`src/rtl/layer_inter_pkg.sv`:
```
// Shared definitions for the conv->fc inter-layer buffer reader: FSM encoding,
// FIFO sizing and a constant-evaluable clog2.
package layer_inter_pkg;

    localparam logic [1:0] ST_IDLE  = 2'd0;
    localparam logic [1:0] ST_READ  = 2'd1;
    localparam logic [1:0] ST_DRAIN = 2'd2;
    localparam logic [1:0] ST_DONE  = 2'd3;

    // Two slots beyond the RAM pipeline keep one pair per cycle flowing.
    localparam int FIFO_SLACK = 2;

    function automatic int fifo_depth_f(input int ram_latency);
        return ram_latency + FIFO_SLACK;
    endfunction

    function automatic int clog2_f(input int value);
        int bits;
        bits = 1;
        for (int i = 1; i < 31; i++) begin
            if (int'(32'd1 << i) < value) begin
                bits = i + 1;
            end else begin
                bits = bits;
            end
        end
        return bits;
    endfunction

endpackage

```
`src/rtl/convfc_read_fifo.sv`:
```
// Synchronous FIFO holding {last, word_a, word_b} entries between the RAM read
// pipeline and the fc MAC handshake; head is presented whenever non-empty.
module convfc_read_fifo
    import layer_inter_pkg::*;
#(
    parameter int WIDTH = 33,
    parameter int DEPTH = 4,
    localparam int CW   = clog2_f(DEPTH + 1)
)
(
    input  logic             clock,
    input  logic             reset,
    input  logic             push,
    input  logic [WIDTH-1:0] push_data,
    input  logic             pop,
    output logic [WIDTH-1:0] head_data,
    output logic             head_valid,
    output logic [CW-1:0]    count
);

    localparam int PW = clog2_f(DEPTH);

    logic [WIDTH-1:0] mem_r [DEPTH];
    logic [PW-1:0]    wr_ptr_r;
    logic [PW-1:0]    rd_ptr_r;
    logic [CW-1:0]    count_r;

    function automatic logic [PW-1:0] ptr_next_f(input logic [PW-1:0] ptr);
        return (ptr == PW'(DEPTH - 1)) ? {PW{1'b0}} : ptr + PW'(1);
    endfunction

    // Storage, pointers and occupancy; push and pop in one cycle leave count unchanged.
    always_ff @(posedge clock) begin
        if (reset) begin
            wr_ptr_r <= {PW{1'b0}};
            rd_ptr_r <= {PW{1'b0}};
            count_r  <= {CW{1'b0}};
            for (int i = 0; i < DEPTH; i++) begin
                mem_r[i] <= {WIDTH{1'b0}};
            end
        end else begin
            if (push) begin
                mem_r[wr_ptr_r] <= push_data;
                wr_ptr_r        <= ptr_next_f(wr_ptr_r);
            end
            if (pop) begin
                rd_ptr_r <= ptr_next_f(rd_ptr_r);
            end
            case ({push, pop})
                2'b10:   count_r <= count_r + CW'(1);
                2'b01:   count_r <= count_r - CW'(1);
                default: count_r <= count_r;
            endcase
        end
    end

    assign head_valid = (count_r != {CW{1'b0}});
    assign head_data  = head_valid ? mem_r[rd_ptr_r] : {WIDTH{1'b0}};
    assign count      = count_r;

endmodule

```
`src/rtl/layer_inter_convfc_reader.sv`:
```
// Read side of the conv->fc feature buffer: issues paired RAM reads under a credit
// limit, absorbs RAM latency and streams pairs to the fc MAC. FCREAD_MULTIPASS_EN
// enables NUM_PASSES passes over the buffer with pass_idx reporting the pass.
module layer_inter_convfc_reader
    import layer_inter_pkg::*;
#(
    parameter int ADDR_WIDTH  = 9,
    parameter int DATA_WIDTH  = 16,
    parameter int NUM_WORDS   = 400,
    parameter int RAM_LATENCY = 2,
    parameter int NUM_PASSES  = 4
)
(
    input  logic                  clock,
    input  logic                  reset,
    input  logic                  enable,
    output logic                  rden_a,
    output logic                  rden_b,
    output logic                  wren_a,
    output logic                  wren_b,
    output logic [ADDR_WIDTH-1:0] address_a,
    output logic [ADDR_WIDTH-1:0] address_b,
    input  logic [DATA_WIDTH-1:0] q_a,
    input  logic [DATA_WIDTH-1:0] q_b,
    output logic                  out_valid,
    input  logic                  out_ready,
    output logic [DATA_WIDTH-1:0] out_data_a,
    output logic [DATA_WIDTH-1:0] out_data_b,
    output logic                  out_last,
    output logic [2:0]            pass_idx,
    output logic                  done
);

    localparam int FIFO_DEPTH = fifo_depth_f(RAM_LATENCY);
    localparam int CW         = clog2_f(FIFO_DEPTH + 1);
    localparam int KW         = ADDR_WIDTH - 1;
    localparam int FW         = 2 * DATA_WIDTH + 1;
    localparam logic [KW-1:0] LAST_PAIR = KW'(NUM_WORDS / 2 - 1);
`ifdef FCREAD_MULTIPASS_EN
    localparam logic [2:0] LAST_PASS = 3'(NUM_PASSES - 1);
`else
    localparam logic [2:0] LAST_PASS = 3'd0;
`endif

    if ((NUM_WORDS % 2) != 0 || NUM_WORDS < 2 || NUM_WORDS > (2 ** ADDR_WIDTH)) begin : g_bad_words
        $error("NUM_WORDS must be even, non-zero and fit in the buffer");
    end
    if (NUM_PASSES < 1 || NUM_PASSES > 8 || RAM_LATENCY < 1 || ADDR_WIDTH < 2) begin : g_bad_cfg
        $error("NUM_PASSES must be 1..8, RAM_LATENCY >= 1, ADDR_WIDTH >= 2");
    end

    logic [1:0]             state_r;
    logic [1:0]             state_next_s;
    logic [KW-1:0]          pair_r;
    logic [2:0]             pass_r;
    logic [CW-1:0]          outstanding_r;
    logic [RAM_LATENCY-1:0] valid_sh_r;
    logic [RAM_LATENCY-1:0] last_sh_r;
    logic                   rden_r;
    logic                   rden_last_r;
    logic [ADDR_WIDTH-1:0]  address_a_r;
    logic [ADDR_WIDTH-1:0]  address_b_r;
    logic                   done_r;

    logic                   issue_s;
    logic                   issue_last_s;
    logic                   drained_s;
    logic                   pop_s;
    logic                   push_s;
    logic [CW:0]            credit_used_s;
    logic [FW-1:0]          head_s;
    logic                   head_valid_s;
    logic [CW-1:0]          fifo_count_s;

    assign pop_s  = head_valid_s & out_ready;
    assign push_s = valid_sh_r[RAM_LATENCY-1];

    // A pair leaving the FIFO this cycle frees its slot for the next issue.
    assign credit_used_s = {1'b0, outstanding_r} + {1'b0, fifo_count_s} - {{CW{1'b0}}, pop_s};
    assign issue_s       = (state_r == ST_READ) && enable && (credit_used_s < (CW + 1)'(FIFO_DEPTH));
    assign issue_last_s  = (pair_r == LAST_PAIR) && (pass_r == LAST_PASS);
    assign drained_s     = (outstanding_r == {CW{1'b0}}) &&
                           ((fifo_count_s == {CW{1'b0}}) || ((fifo_count_s == CW'(1)) && pop_s));

    // Next-state logic of the read sequencer.
    always_comb begin
        state_next_s = state_r;
        case (state_r)
            ST_IDLE:  if (enable) state_next_s = ST_READ;  else state_next_s = ST_IDLE;
            ST_READ:  if (issue_s && issue_last_s) state_next_s = ST_DRAIN; else state_next_s = ST_READ;
            ST_DRAIN: if (drained_s) state_next_s = ST_DONE; else state_next_s = ST_DRAIN;
            ST_DONE:  state_next_s = ST_DONE;
            default:  state_next_s = ST_IDLE;
        endcase
    end

    // Sequencer state, pair/pass counters, registered RAM port and latency tracking.
    always_ff @(posedge clock) begin
        if (reset) begin
            state_r       <= ST_IDLE;
            pair_r        <= {KW{1'b0}};
            pass_r        <= 3'd0;
            outstanding_r <= {CW{1'b0}};
            valid_sh_r    <= {RAM_LATENCY{1'b0}};
            last_sh_r     <= {RAM_LATENCY{1'b0}};
            rden_r        <= 1'b0;
            rden_last_r   <= 1'b0;
            address_a_r   <= {ADDR_WIDTH{1'b0}};
            address_b_r   <= {ADDR_WIDTH{1'b0}};
            done_r        <= 1'b0;
        end else begin
            state_r     <= state_next_s;
            done_r      <= (state_next_s == ST_DONE);
            rden_r      <= issue_s;
            rden_last_r <= issue_s && issue_last_s;
            valid_sh_r  <= (valid_sh_r << 1) | RAM_LATENCY'(rden_r);
            last_sh_r   <= (last_sh_r << 1) | RAM_LATENCY'(rden_last_r);
            if (issue_s) begin
                address_a_r <= {pair_r, 1'b0};
                address_b_r <= {pair_r, 1'b1};
                if (pair_r == LAST_PAIR) begin
                    pair_r <= {KW{1'b0}};
                    pass_r <= pass_r + 3'd1;
                end else begin
                    pair_r <= pair_r + KW'(1);
                    pass_r <= pass_r;
                end
            end else begin
                address_a_r <= {ADDR_WIDTH{1'b0}};
                address_b_r <= {ADDR_WIDTH{1'b0}};
            end
            case ({issue_s, push_s})
                2'b10:   outstanding_r <= outstanding_r + CW'(1);
                2'b01:   outstanding_r <= outstanding_r - CW'(1);
                default: outstanding_r <= outstanding_r;
            endcase
        end
    end

`ifdef FCREAD_MULTIPASS_EN
    logic [2:0] pass_idx_r;

    // Pass of the most recently issued pair, aligned with rden.
    always_ff @(posedge clock) begin
        if (reset) begin
            pass_idx_r <= 3'd0;
        end else if (issue_s) begin
            pass_idx_r <= pass_r;
        end else begin
            pass_idx_r <= pass_idx_r;
        end
    end

    assign pass_idx = pass_idx_r;
`else
    assign pass_idx = 3'd0;
`endif

    convfc_read_fifo #(
        .WIDTH (FW),
        .DEPTH (FIFO_DEPTH)
    ) u_fifo (
        .clock      (clock),
        .reset      (reset),
        .push       (push_s),
        .push_data  ({last_sh_r[RAM_LATENCY-1], q_a, q_b}),
        .pop        (pop_s),
        .head_data  (head_s),
        .head_valid (head_valid_s),
        .count      (fifo_count_s)
    );

    assign rden_a     = rden_r;
    assign rden_b     = rden_r;
    assign wren_a     = 1'b0;
    assign wren_b     = 1'b0;
    assign address_a  = address_a_r;
    assign address_b  = address_b_r;
    assign out_valid  = head_valid_s;
    assign out_last   = head_s[FW-1];
    assign out_data_a = head_s[2*DATA_WIDTH-1:DATA_WIDTH];
    assign out_data_b = head_s[DATA_WIDTH-1:0];
    assign done       = done_r;

endmodule

```
`config.mk`:
```
export PLATFORM = sky130hd
export DESIGN_NAME = layer_inter_convfc_reader
export DESIGN_NICKNAME = d
export VERILOG_FILES = /design/src/rtl/layer_inter_pkg.sv /design/src/rtl/convfc_read_fifo.sv /design/src/rtl/layer_inter_convfc_reader.sv
export SDC_FILE = /design/constraint.sdc
export NUM_CORES = 1
export LEC_CHECK = 0
export ABC_AREA = 1
export CORE_MARGIN = 1
export CORE_UTILIZATION = 40
export DETAILED_ROUTE_END_ITERATION = 12
export MAX_ROUTING_LAYER = met4
export PLACE_DENSITY = 0.61
export SLEW_MARGIN = 20
export SYNTH_ARGS = -nofsm -noshare
export SYNTH_HDL_FRONTEND = slang
export SYNTH_SLANG_ARGS = --single-unit
```
`constraint.sdc`:
```
create_clock -name clock -period 8.2 [get_ports clock]
set_clock_uncertainty 0.2 [all_clocks]
set_input_delay 2.46 -clock clock [delete_from_list [all_inputs] [get_ports clock]]
set_output_delay 2.46 -clock clock [all_outputs]
set_load 0.1 [all_outputs]
```
; Word level (Yosys, flattened, before mapping)
; Memories as Yosys holds them, arrays and structs flattened. A register that Yosys moved wholly into a read port is not among the register bits.
; Cells that the tools add are included.
[op_classes]
add_sub_neg = 10
order_cmp = 1
n_eq_ne = 12
mux = 21
n_bitwise = 4
reduce_logical = 17
[ops]
columns = op, n
row1 = $mux 33, 2
row2 = $reduce_or 33->1, 1
row3 = $eq 2x2->1 const B, 7
row4 = $mux 2, 6
row5 = $pmux 3 s2, 2
row6 = $add 3x1->3 const B, 3
row7 = $logic_not 3->1, 3
row8 = $mux 1, 9
row9 = $add 8x1->8 const B, 1
row10 = $eq 8x8->1 const B, 1
row11 = $mux 8, 1
row12 = $pmux 2 s4, 1
row13 = $eq 2x1->1 const B, 3
row14 = $logic_and 1x1->1, 6
row15 = $sub 3x1->3 const B, 2
row16 = $add 2x1->2 const B, 2
row17 = $add 3x3->4, 1
row18 = $lt 4x3->1 const B, 1
row19 = $or 2x1->2, 2
row20 = $reduce_bool 2->1, 2
row21 = $sub 4x1->4, 1
row22 = $eq 3x1->1 const B, 1
row23 = $reduce_bool 3->1, 1
row24 = $logic_not 2->1, 1
row25 = 5 further kinds, 5
[word_totals]
reg_bits = 40
ramBits = 132
in_bits = 36
output_inout_bits = 60
memories = 1
[memory_table]
columns = memory, words, width, read_ports, rd_clocked_by_memory_dff, write_ports, line_no
row1 = u_fifo.mem_r, 4, 33, 1, 1, 4, convfc_read_fifo.sv:23  ; logic [WIDTH-1:0] mem_r [DEPTH];

; Depth between registers and ports, before layout
; Gate-level depths: netlist of run 1.
[logic_depth]
word_depth = 9
depth_mapped = 21
ltp_nobuf = 20

; By module
; From an unflattened synthesis of run 1, not the netlist that was laid out.
[hier_totals]
cells_unflattened = 872
hier_area_um2 = 7891.3
[modules_own_cells]
columns = mod, n_inst, cells_each, area_per_inst_um2, seq_area_each_um2
row1 = convfc_read_fifo, 1, 660, 6316.1, 4144.0
row2 = layer_inter_convfc_reader, 1, 212, 1575.3, 620.6

; Worst setup path after synthesis of run 1
; OpenSTA, ideal clock, no wires.
[synth_timing]
kind = register to output
startpoint = reg u_fifo.count_r[0] (netlist: u_fifo.count[0])
endpoint = out out_data_a[0]
arrival_time_ns = 2.956
required_time_ns = 5.540
path_slack_ns = 2.584
path_stages_with_launch = 7
path_buffers = 1
path_cell_list = dfxtp_1 > inv_1 > ha_1 > nand2_4 > clkinv_1 > clkbuf_1 > a21oi_1
[synth_via]
elab_chain_cells = 2
[synth_lines]
columns = item, line_no
row1 = from (decl), convfc_read_fifo.sv:26  ; logic [CW-1:0] count_r;
row2 = from (signal assigned), convfc_read_fifo.sv:37  ; count_r <= {CW{1'b0}};
row3 = from (signal assigned), convfc_read_fifo.sv:50  ; 2'b10: count_r <= count_r + CW'(1);
row4 = from (signal assigned), convfc_read_fifo.sv:51  ; 2'b01: count_r <= count_r - CW'(1);
row5 = $reduce_bool 3->1, convfc_read_fifo.sv:57  ; assign head_valid = (count_r != {CW{1'b0}});
row6 = via out_valid, layer_inter_convfc_reader.sv:25  ; output logic out_valid,
row7 = $mux 33, convfc_read_fifo.sv:58  ; assign head_data = head_valid ? mem_r[rd_ptr_r] : {WIDTH{1'b0}};
row8 = to (decl), layer_inter_convfc_reader.sv:27  ; output logic [DATA_WIDTH-1:0] out_data_a,
; The timed path passes the listed nets, and every way through them passes these cells.

==> results of run 1 <==
## per-stage QoR
stage	setup WS, ns	cell area [µm²]
global placement	2.15	8790
global route	1.63	9430
detailed placement	2.11	8790
floorplan	2.58	7770
finish	1.85	9430
CTS	1.82	9430
## cells by family (layout without fill, tap and decap cells)
logic type | after synthesis | count (layout) | synth area share
adder cells (fa/ha/maj) | 15 | 15 | 0.0252
buffers and inverters | 133 | 206 | 0.0732
AO/OA/AOI/OAI | 133 | 133 | 0.0901
XOR/XNOR | 6 | 6 | 0.00678
AND/OR/NAND/NOR | 369 | 369 | 0.189
other | 1 | 6 | 0.000484
flip-flops | 172 | 172 | 0.615
## cell type report
cell class / count / share of cell area
sequential: 172 / 0.505
clock inverter: 15 / 0.0226
inverter: 77 / 0.0306
timing repair buffer: 97 / 0.101
multi-input combinational: 529 / 0.261
clock buffer: 17 / 0.0451
tap: 260 / 0.0345
## Yosys cell counts (3+ instances only)
library cell  instances
edfxtp_1            132
dfxtp_1              40
buf_4                16
nor3_1                3
nand2_4               3
nor2_1              295
o21ai_0              78
xor2_1                6
nand3_1              10
buf_1                 5
inv_1                73
nand2_1              44
ha_1                 14
nand4_1               7
clkbuf_1             34
a21oi_1              48
## worst paths after layout
kind	startpoint	endpoint
worst max-delay path	flop	out_data_a[4]
worst min-delay path	rden_last_r$_SDFF_PP0_	last_sh_r[0]$_SDFF_PP0_
worst max register to register	u_fifo.count[0]$_SDFFE_PP0P_	outstanding_r[2]$_SDFFE_PP0P_
worst min register to register	rden_last_r$_SDFF_PP0_	last_sh_r[0]$_SDFF_PP0_
## placed cells by master (no fill, tap or decap)
master | Yosys | routed
nor2_1 | 295 | 295
edfxtp_1 | 132 | 132
clkdlybuf4s50_1 | 0 | 89
o21ai_0 | 78 | 78
inv_1 | 73 | 72
a21oi_1 | 48 | 48
nand2_1 | 44 | 41
dfxtp_1 | 40 | 39
clkbuf_16 | 0 | 17
ha_1 | 14 | 14
nand3_1 | 10 | 9
buf_4 | 16 | 8
nand4_1 | 7 | 7
xor2_1 | 6 | 6
conb_1 | 1 | 6
nand2_2 | 2 | 5
clkinv_4 | 0 | 5
bufinv_16 | 0 | 4
inv_2 | 2 | 3
nand2_4 | 3 | 3
clkinv_1 | 2 | 3
nor3_1 | 3 | 3
o211a_1 | 2 | 2
nor4_1 | 2 | 2
inv_8 | 0 | 2
inv_6 | 0 | 2
nand4_2 | 1 | 1
a21boi_4 | 1 | 1
nand3b_1 | 1 | 1
nand3_2 | 0 | 1
o31ai_4 | 0 | 1
o22ai_1 | 1 | 1
a31oi_1 | 1 | 1
or2_1 | 1 | 1
a21oi_2 | 1 | 1
fa_1 | 1 | 1
dfxtp_2 | 0 | 1
clkinv_2 | 0 | 1
## registers in the layout (all words and copies together), names as in the netlist, named ones only
| signal | flops |
|---|---|
| address_b | 8 |
| done | 1 |
| last_sh_r | 2 |
| outstanding_r | 3 |
| pair_r | 8 |
| pass_r | 3 |
| rden_a | 1 |
| rden_last_r | 1 |
| state_r | 2 |
| u_fifo.count | 3 |
| u_fifo.mem_r | 132 |
| u_fifo.rd_ptr_r | 2 |
| u_fifo.wr_ptr_r | 2 |
| valid_sh_r | 2 |
## where the power goes
part | switching (mW) | internal [mW]
clock | 0.345 | 0.517
sequential | 0.0207 | 0.978
combinational | 1.15 | 0.326
total | 1.51 | 1.82
## per-layer routing
layer  wire length (µm)  global-route usage  up-vias
met5                  0                   -        -
met4                283              0.0624        0
met3                764              0.0397       20
met2               8510               0.315      122
met1               7460               0.221     2640
li1                   -                   -     2821
## worst max-delay path: cells and delay by family (launching register included)
kind,cells,cell delay (ns)
DFF,1,0.31
buffers and inverters,3,2.37
AOI/OAI and AO/OA,2,0.53
==> flow_summary_export.csv, run 1 <==
group,metric,value,unit
power,power,3.33,mW
detailed_routing,via_per_inst,4.80,
finish,nNetsFinal,945,
timing,slew_headroom,0.301,
critical_path,cp.required,5.54,ns
critical_path,slowest_stage,"clkdlybuf4s50_1",
critical_path,reg2regPathDepth,20,
yosys,syn_area,7750,µm²
run_status,status,"finished, final reports clean",
yosys,yosysTopAreaCell,"edfxtp_1",
clocking,clk_pin_slew,0.06,ns
detailed_routing,drc,0,
yosys,ys_ff_latch,172,
global_routing,grt_pass1_wl,27700,µm
place,port_buffers,89,
critical_path,crit_type,"flop to primary output",
place,gp_congestion,0.790,
place,dp_cells,1135,
clocking,cts-root-buf,"clkbuf_16",
finish,final_cells,1167,
timing,finalSetupViolCount,0,
floorplan,die_y,141,µm
critical_path,cp-end-kind,"primary output",
timing,drv_slew,0,
detailed_routing,first_pass_iters,4,
power,p_leak,3.75,nW
clocking,post_cts_resized,0,
yosys,async_flop_share,0,
global_routing,grt_start_max_net_pins,68,
finish,diodes,0,
finish,multi_input_area,2460,µm²
timing,final.period_utilization,0.774,
yosys,synthTopCellsByArea,"edfxtp_1 51%, nor2_1 14%, dfxtp_1 10%",
power,ir_drop,0.171,mV
timing,final.setup.tns,0,ns
finish,register_area,4770,µm²
timing,hold_viol_final,0,
critical_path,worstPathMaxFanout,67,
global_routing,grt_usage,0.186,
global_routing,antenna_found_initial,0,
yosys,yosysWarnings,0,
critical_path,critPathMaxStageDelay,1.19,ns
clocking,holdBufCountCts,0,
floorplan,die_area,19900,µm²
finish,syn2layout_area_growth,21.7,%
finish,post-route-util,0.501,
yosys,synthFlopType,"edfxtp_1",
floorplan,ios,96,
timing,post-route-min-period,6.35,ns
yosys,synth_cell_types,32,
timing,grt_setup_unrepaired,"false",
detailed_routing,wl_per_cell,14.6,µm
clocking,h-tree-depth,4,
critical_path,path_cells,"buf_4 > inv_2 > o21ai_0 > a21oi_1 > clkdlybuf4s50_1",
clocking,clock_latency,0.42,ns
yosys,synth_edf_count,132,
floorplan,start_util,0.411,
critical_path,r2r_setup_slack,4.49,ns
yosys,syn_inst,829,
finish,fillers,1736,
clocking,ctsLongestPathBuffers,2,
clocking,cts_setup_buffers,0,
clocking,cts_tree,"done",
min_path,hold_depth,2,
min_path,worstHoldPathType,"flop to flop",
floorplan,core,18800,µm²
floorplan,die_w,141,µm
detailed_routing,initialDrtViolationCount,315,
power,power.density,353,nW/µm²
clocking,cts.sinks,172,
yosys,seq_area_frac_synth,0.615,
yosys,synth_top_area_frac,0.512,
floorplan,rows,50,
yosys,syn_avg_cell_area,9.35,µm²
detailed_routing,wl,17000,µm
finish,layout-drive-gt1-share,0.0617,
job,maxCapViolations,0,
clocking,cts-buffers-inserted,17,
critical_path,cp.arrival,3.69,ns
timing,fmax,0.158,GHz
timing,hold-worst-slack,0.207,ns
detailed_routing,num_vias,5603,
place,hpwlAfterDp,9880,µm
global_routing,grt_pass1_vias,5588,
critical_path,start_kind,"flop",
detailed_routing,ant_nets,0,
timing,tightest_slew,1.05,ns
global_routing,grt_overflow,0,
Power figures use the tool's default switching activity.
==> run 2: changes to the inputs <==
==> constraint.sdc (replaced) <==
create_clock -name clock -period 6.6 [get_ports clock]
set_clock_uncertainty 0.2 [all_clocks]
set_input_delay 1.98 -clock clock [delete_from_list [all_inputs] [get_ports clock]]
set_output_delay 1.98 -clock clock [all_outputs]
set_load 0.1 [all_outputs]
==> flow_summary_export.csv, run 2 (synthesized netlist as in run 1, its figures left out) <==
group,metric,value,unit
run_status,status,"finished, final reports clean",
critical_path,setup.worst_path.start,"out_ready",
timing,tightest_slew,1.03,ns
timing,finalSetupViolCount,0,
finish,final_common_cell,"nor2_1",
finish,diodes,0,
timing,grt_setup_unrepaired,"false",
clocking,cts-root-buf,"clkbuf_16",
global_routing,antenna_found_initial,0,
global_routing,grt_usage,0.186,
detailed_routing,first_pass_iters,5,
power,ir_drop,0.184,mV
critical_path,start_kind,"primary input",
finish,largest_reg_flops,132,
detailed_routing,wl,17100,µm
timing,worst_slack,1.74,ns
finish,final_cell_mix,"295 x nor2_1, 132 x edfxtp_1, 78 x o21ai_0",
timing,slew_headroom,0.309,
finish,nNetsFinal,946,
clocking,cts_tree,"done",
critical_path,cp.required,6.71,ns
critical_path,r2r_start,"u_fifo.count[0]$_SDFFE_PP0P_",
clocking,clock_latency,0.42,ns
detailed_routing,initialDrtViolationCount,289,
floorplan,die_y,141,µm
global_routing,grt_pass1_vias,5498,
clocking,post_cts_resized,0,
power,p_seq_frac,0.309,
power,power,4.02,mW
global_routing,grt_pass1_wl,27600,µm
timing,fmax,0.206,GHz
floorplan,ios,96,
clocking,h-tree-depth,4,
detailed_routing,drc,0,
global_routing,grt_overflow,0,
critical_path,reg2regPathDepth,20,
timing,hold_viol_final,0,
critical_path,critical_path.reg2reg.endpoint,"outstanding_r[2]$_SDFFE_PP0P_",
critical_path,worstPathMaxFanout,12,
power,p_sw_frac,0.467,
clocking,ctsLongestPathBuffers,2,
detailed_routing,ant_nets,0,
timing,final.period_utilization,0.737,
clocking,clk_pin_slew,0.07,ns
job,maxCapViolations,0,
critical_path,crit_end,"outstanding_r[2]$_SDFFE_PP0P_",
place,gp_congestion,0.834,
detailed_routing,via_per_inst,4.84,
timing,drv_slew,0,
power,p_comb_frac,0.445,
place,preCtsSetupSlack,1.28,ns
global_routing,grt_start_max_net_pins,67,
finish,top_register,"u_fifo.mem_r",
timing,post-route-min-period,4.86,ns
finish,syn2layout_area_growth,20.1,%
detailed_routing,wl_per_cell,14.7,µm
critical_path,cp.arrival,4.97,ns
floorplan,core,18800,µm²
detailed_routing,num_vias,5654,
power,clockPowerShare,0.246,
power,power.density,432,nW/µm²
clocking,cts-buffers-inserted,17,
min_path,worstHoldPathType,"flop to flop",
power,p_leak,3.78,nW
clocking,holdBufCountCts,0,
critical_path,crit_type,"primary input to flop",
finish,layout-drive-gt1-share,0.0991,
place,hpwlAfterDp,9940,µm
floorplan,die_w,141,µm
place,port_buffers,89,
floorplan,start_util,0.411,
critical_path,r2r_setup_slack,2.95,ns
timing,final.setup.tns,0,ns
clocking,cts.sinks,172,
floorplan,die_area,19900,µm²
critical_path,cp-end-kind,"flop",
floorplan,rows,50,
power,power.switching,1.88,mW
power,power.internal,2.14,mW
clocking,cts_setup_buffers,0,
## run 2: cell count changes in the layout (fill, tap and decap cells not counted)
cell             delta
clkinv_4            -4
inv_6               +1
clkinv_2            +1
buf_4              +34
clkdlybuf4s50_1    -33
clkinvlp_4          +4
bufinv_16           -2
## run 2: cell type report
cell class | count | area (µm²)
fill | 1755 | 9530
sequential | 172 | 4770
multi-input combinational | 529 | 2460
timing repair buffer | 98 | 876
clock buffer | 17 | 425
tap | 260 | 325
inverter | 77 | 289
clock inverter | 15 | 161
## run 2: through the flow
| step | cells | instance area, µm² | util | hold WS [ns] |
|---|---|---|---|---|
| 2_1_floorplan | 834 | 7770 | - | 0.188 |
| 3_3_place_gp | 1136 | 8720 | 0.463 | 0.191 |
| 3_5_place_dp | 1136 | 8720 | 0.463 | 0.196 |
| 4_1_cts | 1168 | 9300 | 0.494 | 0.205 |
| 5_1_grt | 1168 | 9300 | 0.494 | 0.215 |
| 6_report | 1168 | 9300 | 0.494 | 0.205 |
## run 2: how the worst min path moves through the flow
| stage | from | cells past startpoint | to | slack (ns) |
|---|---|---|---|---|
| after global placement | valid_sh_r[0]$_SDFF_PP0_ | 2 | valid_sh_r[1]$_SDFF_PP0_ | 0.19 |
| final | valid_sh_r[0]$_SDFF_PP0_ | 2 | valid_sh_r[1]$_SDFF_PP0_ | 0.21 |
| after CTS | valid_sh_r[0]$_SDFF_PP0_ | 2 | valid_sh_r[1]$_SDFF_PP0_ | 0.21 |
| after detailed placement | valid_sh_r[0]$_SDFF_PP0_ | 2 | valid_sh_r[1]$_SDFF_PP0_ | 0.20 |
| after floorplan | rden_last_r$_SDFF_PP0_ | 2 | last_sh_r[0]$_SDFF_PP0_ | 0.19 |
| after global routing | valid_sh_r[0]$_SDFF_PP0_ | 2 | valid_sh_r[1]$_SDFF_PP0_ | 0.22 |
## run 2: critical path: stages
cell and delay [ns]:
clkdlybuf4s50_1 0.55, nand2_4 0.10, inv_1 0.13, nand2_1 0.07, ha_1 0.29, nand2_1 0.05, inv_1 0.06, nand4_2 0.14
nand2_2 0.09, inv_2 0.05, a21boi_4 0.16, nand2_2 0.18, ha_1 0.28, fa_1 0.39, a21oi_1 0.12, o21ai_0 0.11
o21ai_0 0.15, a21oi_1 0.05
## run 2: power by group through the flow
stage	clock [mW]	sequential [mW]	combinational [mW]
2_1_floorplan	0	1.26	1.42
6_report	0.990	1.24	1.79
3_3_place_gp	0	1.26	1.79
3_5_place_dp	0	1.27	1.80
4_1_cts	1.01	1.24	1.81
5_1_grt	1.05	1.25	1.91
## run 2: metal layers
layer / track usage / vias up / wire, µm / part of all wire
met2: 0.317 / 138 / 8490 / 0.50
met3: 0.0391 / 23 / 932 / 0.054
li1: - / 2821 / - / -
met1: 0.217 / 2672 / 7420 / 0.43
met4: 0.0664 / 0 / 297 / 0.017
met5: - / - / 0 / 0
==> run 3: changes to the inputs <==
==> constraint.sdc (replaced) <==
create_clock -name clock -period 4.6 [get_ports clock]
set_clock_uncertainty 0.2 [all_clocks]
set_input_delay 1.38 -clock clock [delete_from_list [all_inputs] [get_ports clock]]
set_output_delay 1.38 -clock clock [all_outputs]
set_load 0.1 [all_outputs]
==> flow_summary_export.csv, run 3 (synthesized netlist as in run 1, its figures left out) <==
group,metric,value,unit
run_status,status,"finished, final reports clean",
critical_path,worstPathMaxFanout,6,
critical_path,cp.arrival,4.23,ns
timing,final.period_utilization,0.895,
timing,tightest_slew,0.976,ns
power,power,6.16,mW
floorplan,die_w,141,µm
clocking,cts-buffers-inserted,17,
global_routing,grt_busiest_layer,"met2",
floorplan,ios,96,
power,ir_drop,0.268,mV
finish,top_register,"u_fifo.mem_r",
timing,post-route-min-period,4.12,ns
floorplan,start_util,0.411,
min_path,worstHoldPathType,"flop to flop",
global_routing,antenna_found_initial,0,
floorplan,rows,50,
power,clockPowerShare,0.214,
detailed_routing,ant_nets,0,
finish,layout-drive-gt1-share,0.104,
floorplan,die_y,141,µm
critical_path,cp.required,4.71,ns
timing,finalSetupViolCount,0,
detailed_routing,initialDrtViolationCount,380,
global_routing,met1_usage,0.233,
power,power.density,631,nW/µm²
power,p_leak,3.91,nW
timing,drv_slew,0,
power,p_sw_frac,0.447,
clocking,cts_tree,"done",
place,preCtsSetupSlack,0.0437,ns
clocking,h-tree-depth,4,
finish,diodes,0,
finish,syn2layout_area_growth,25.9,%
finish,fillers,1720,
floorplan,die_area,19900,µm²
place,port_buffers,89,
finish,final_cell_mix,"295 x nor2_1, 132 x edfxtp_1, 78 x o21ai_0",
detailed_routing,wl,17400,µm
detailed_routing,first_pass_iters,5,
job,maxCapViolations,0,
floorplan,core,18800,µm²
power,power.switching,2.75,mW
timing,hold_viol_final,0,
timing,slew_headroom,0.347,
finish,largest_reg_flops,132,
timing,final.setup.tns,0,ns
detailed_routing,via_per_inst,4.87,
global_routing,grt_pass1_vias,5535,
detailed_routing,drc,0,
global_routing,grt_pass1_wl,28400,µm
clocking,cts_setup_buffers,0,
clocking,clk_pin_slew,0.06,ns
power,power.internal,3.40,mW
timing,fmax,0.243,GHz
detailed_routing,num_vias,5727,
place,gp_congestion,0.808,
detailed_routing,wl_per_cell,14.8,µm
finish,nNetsFinal,955,
global_routing,use_met3,0.0394,
global_routing,use_met2,0.321,
clocking,cts-root-buf,"clkbuf_16",
clocking,post_cts_resized,0,
timing,grt_setup_unrepaired,"false",
timing,worst_slack,0.483,ns
critical_path,cp-end-kind,"flop",
place,hpwlAfterDp,10200,µm
critical_path,crit_type,"primary input to flop",
global_routing,grt_overflow,0,
finish,final_common_cell,"nor2_1",
power,p_seq_frac,0.291,
global_routing,grt_start_max_net_pins,67,
clocking,clock_latency,0.42,ns
power,p_comb_frac,0.495,
critical_path,start_kind,"primary input",
clocking,holdBufCountCts,0,
clocking,ctsLongestPathBuffers,2,
clocking,cts.sinks,172,
global_routing,grt_usage,0.192,
-- run 3: path summary, 6_finish.rpt --
path | from | depth (start not counted) | slack [ns] | end
setup / recovery | out_ready | 18 | 0.48 | outstanding_r[2]$_SDFFE_PP0P_
hold / removal | valid_sh_r[0]$_SDFF_PP0_ | 2 | 0.20 | valid_sh_r[1]$_SDFF_PP0_
setup reg to reg | u_fifo.count[0]$_SDFFE_PP0P_ | 20 | 1.08 | outstanding_r[2]$_SDFFE_PP0P_
hold reg to reg | valid_sh_r[0]$_SDFF_PP0_ | 2 | 0.20 | valid_sh_r[1]$_SDFF_PP0_
-- run 3: per-layer routing --
metal | vias up | share of wire
met5 | - | 0
met4 | 0 | 0.015
met3 | 27 | 0.053
met2 | 156 | 0.49
met1 | 2710 | 0.44
li1 | 2834 | -
-- run 3: final cells by class --
type                       instances  area (µm²)  area share
sequential                       172        4770       0.489
inverter                          77         289      0.0296
multi-input combinational        529        2460       0.252
clock inverter                    10        92.6     0.00949
tap                              260         325      0.0334
timing repair buffer             107        1370       0.141
clock buffer                      22         444      0.0455
-- run 3: stage by stage --
step	instance area, µm²	util	instances	hold WS [ns]
floorplan	7770	-	834	0.188
global placement	9200	0.489	1144	0.192
CTS	9750	0.518	1177	0.205
finish	9750	0.518	1177	0.203
detailed placement	9220	0.489	1145	0.196
global route	9750	0.518	1177	0.227
-- run 3: critical path: stages --
cell	delay, ns
clkdlybuf4s50_1	0.55
nand2_4	0.10
inv_1	0.13
nand2_1	0.07
ha_1	0.29
nand2_1	0.05
inv_1	0.06
nand4_2	0.15
nand2_2	0.10
inv_2	0.05
a21boi_4	0.16
nand2_2	0.07
ha_1	0.23
fa_1	0.38
a21oi_1	0.13
o21ai_0	0.11
o21ai_0	0.15
a21oi_1	0.05
-- run 3: power groups by stage --
stage | combinational [mW] | sequential (mW) | clock (mW)
2_1_floorplan | 2.03 | 1.81 | 0
3_3_place_gp | 3.04 | 1.82 | 0
3_5_place_dp | 3.06 | 1.83 | 0
4_1_cts | 3.07 | 1.79 | 1.34
5_1_grt | 3.21 | 1.80 | 1.41
6_report | 3.04 | 1.79 | 1.32
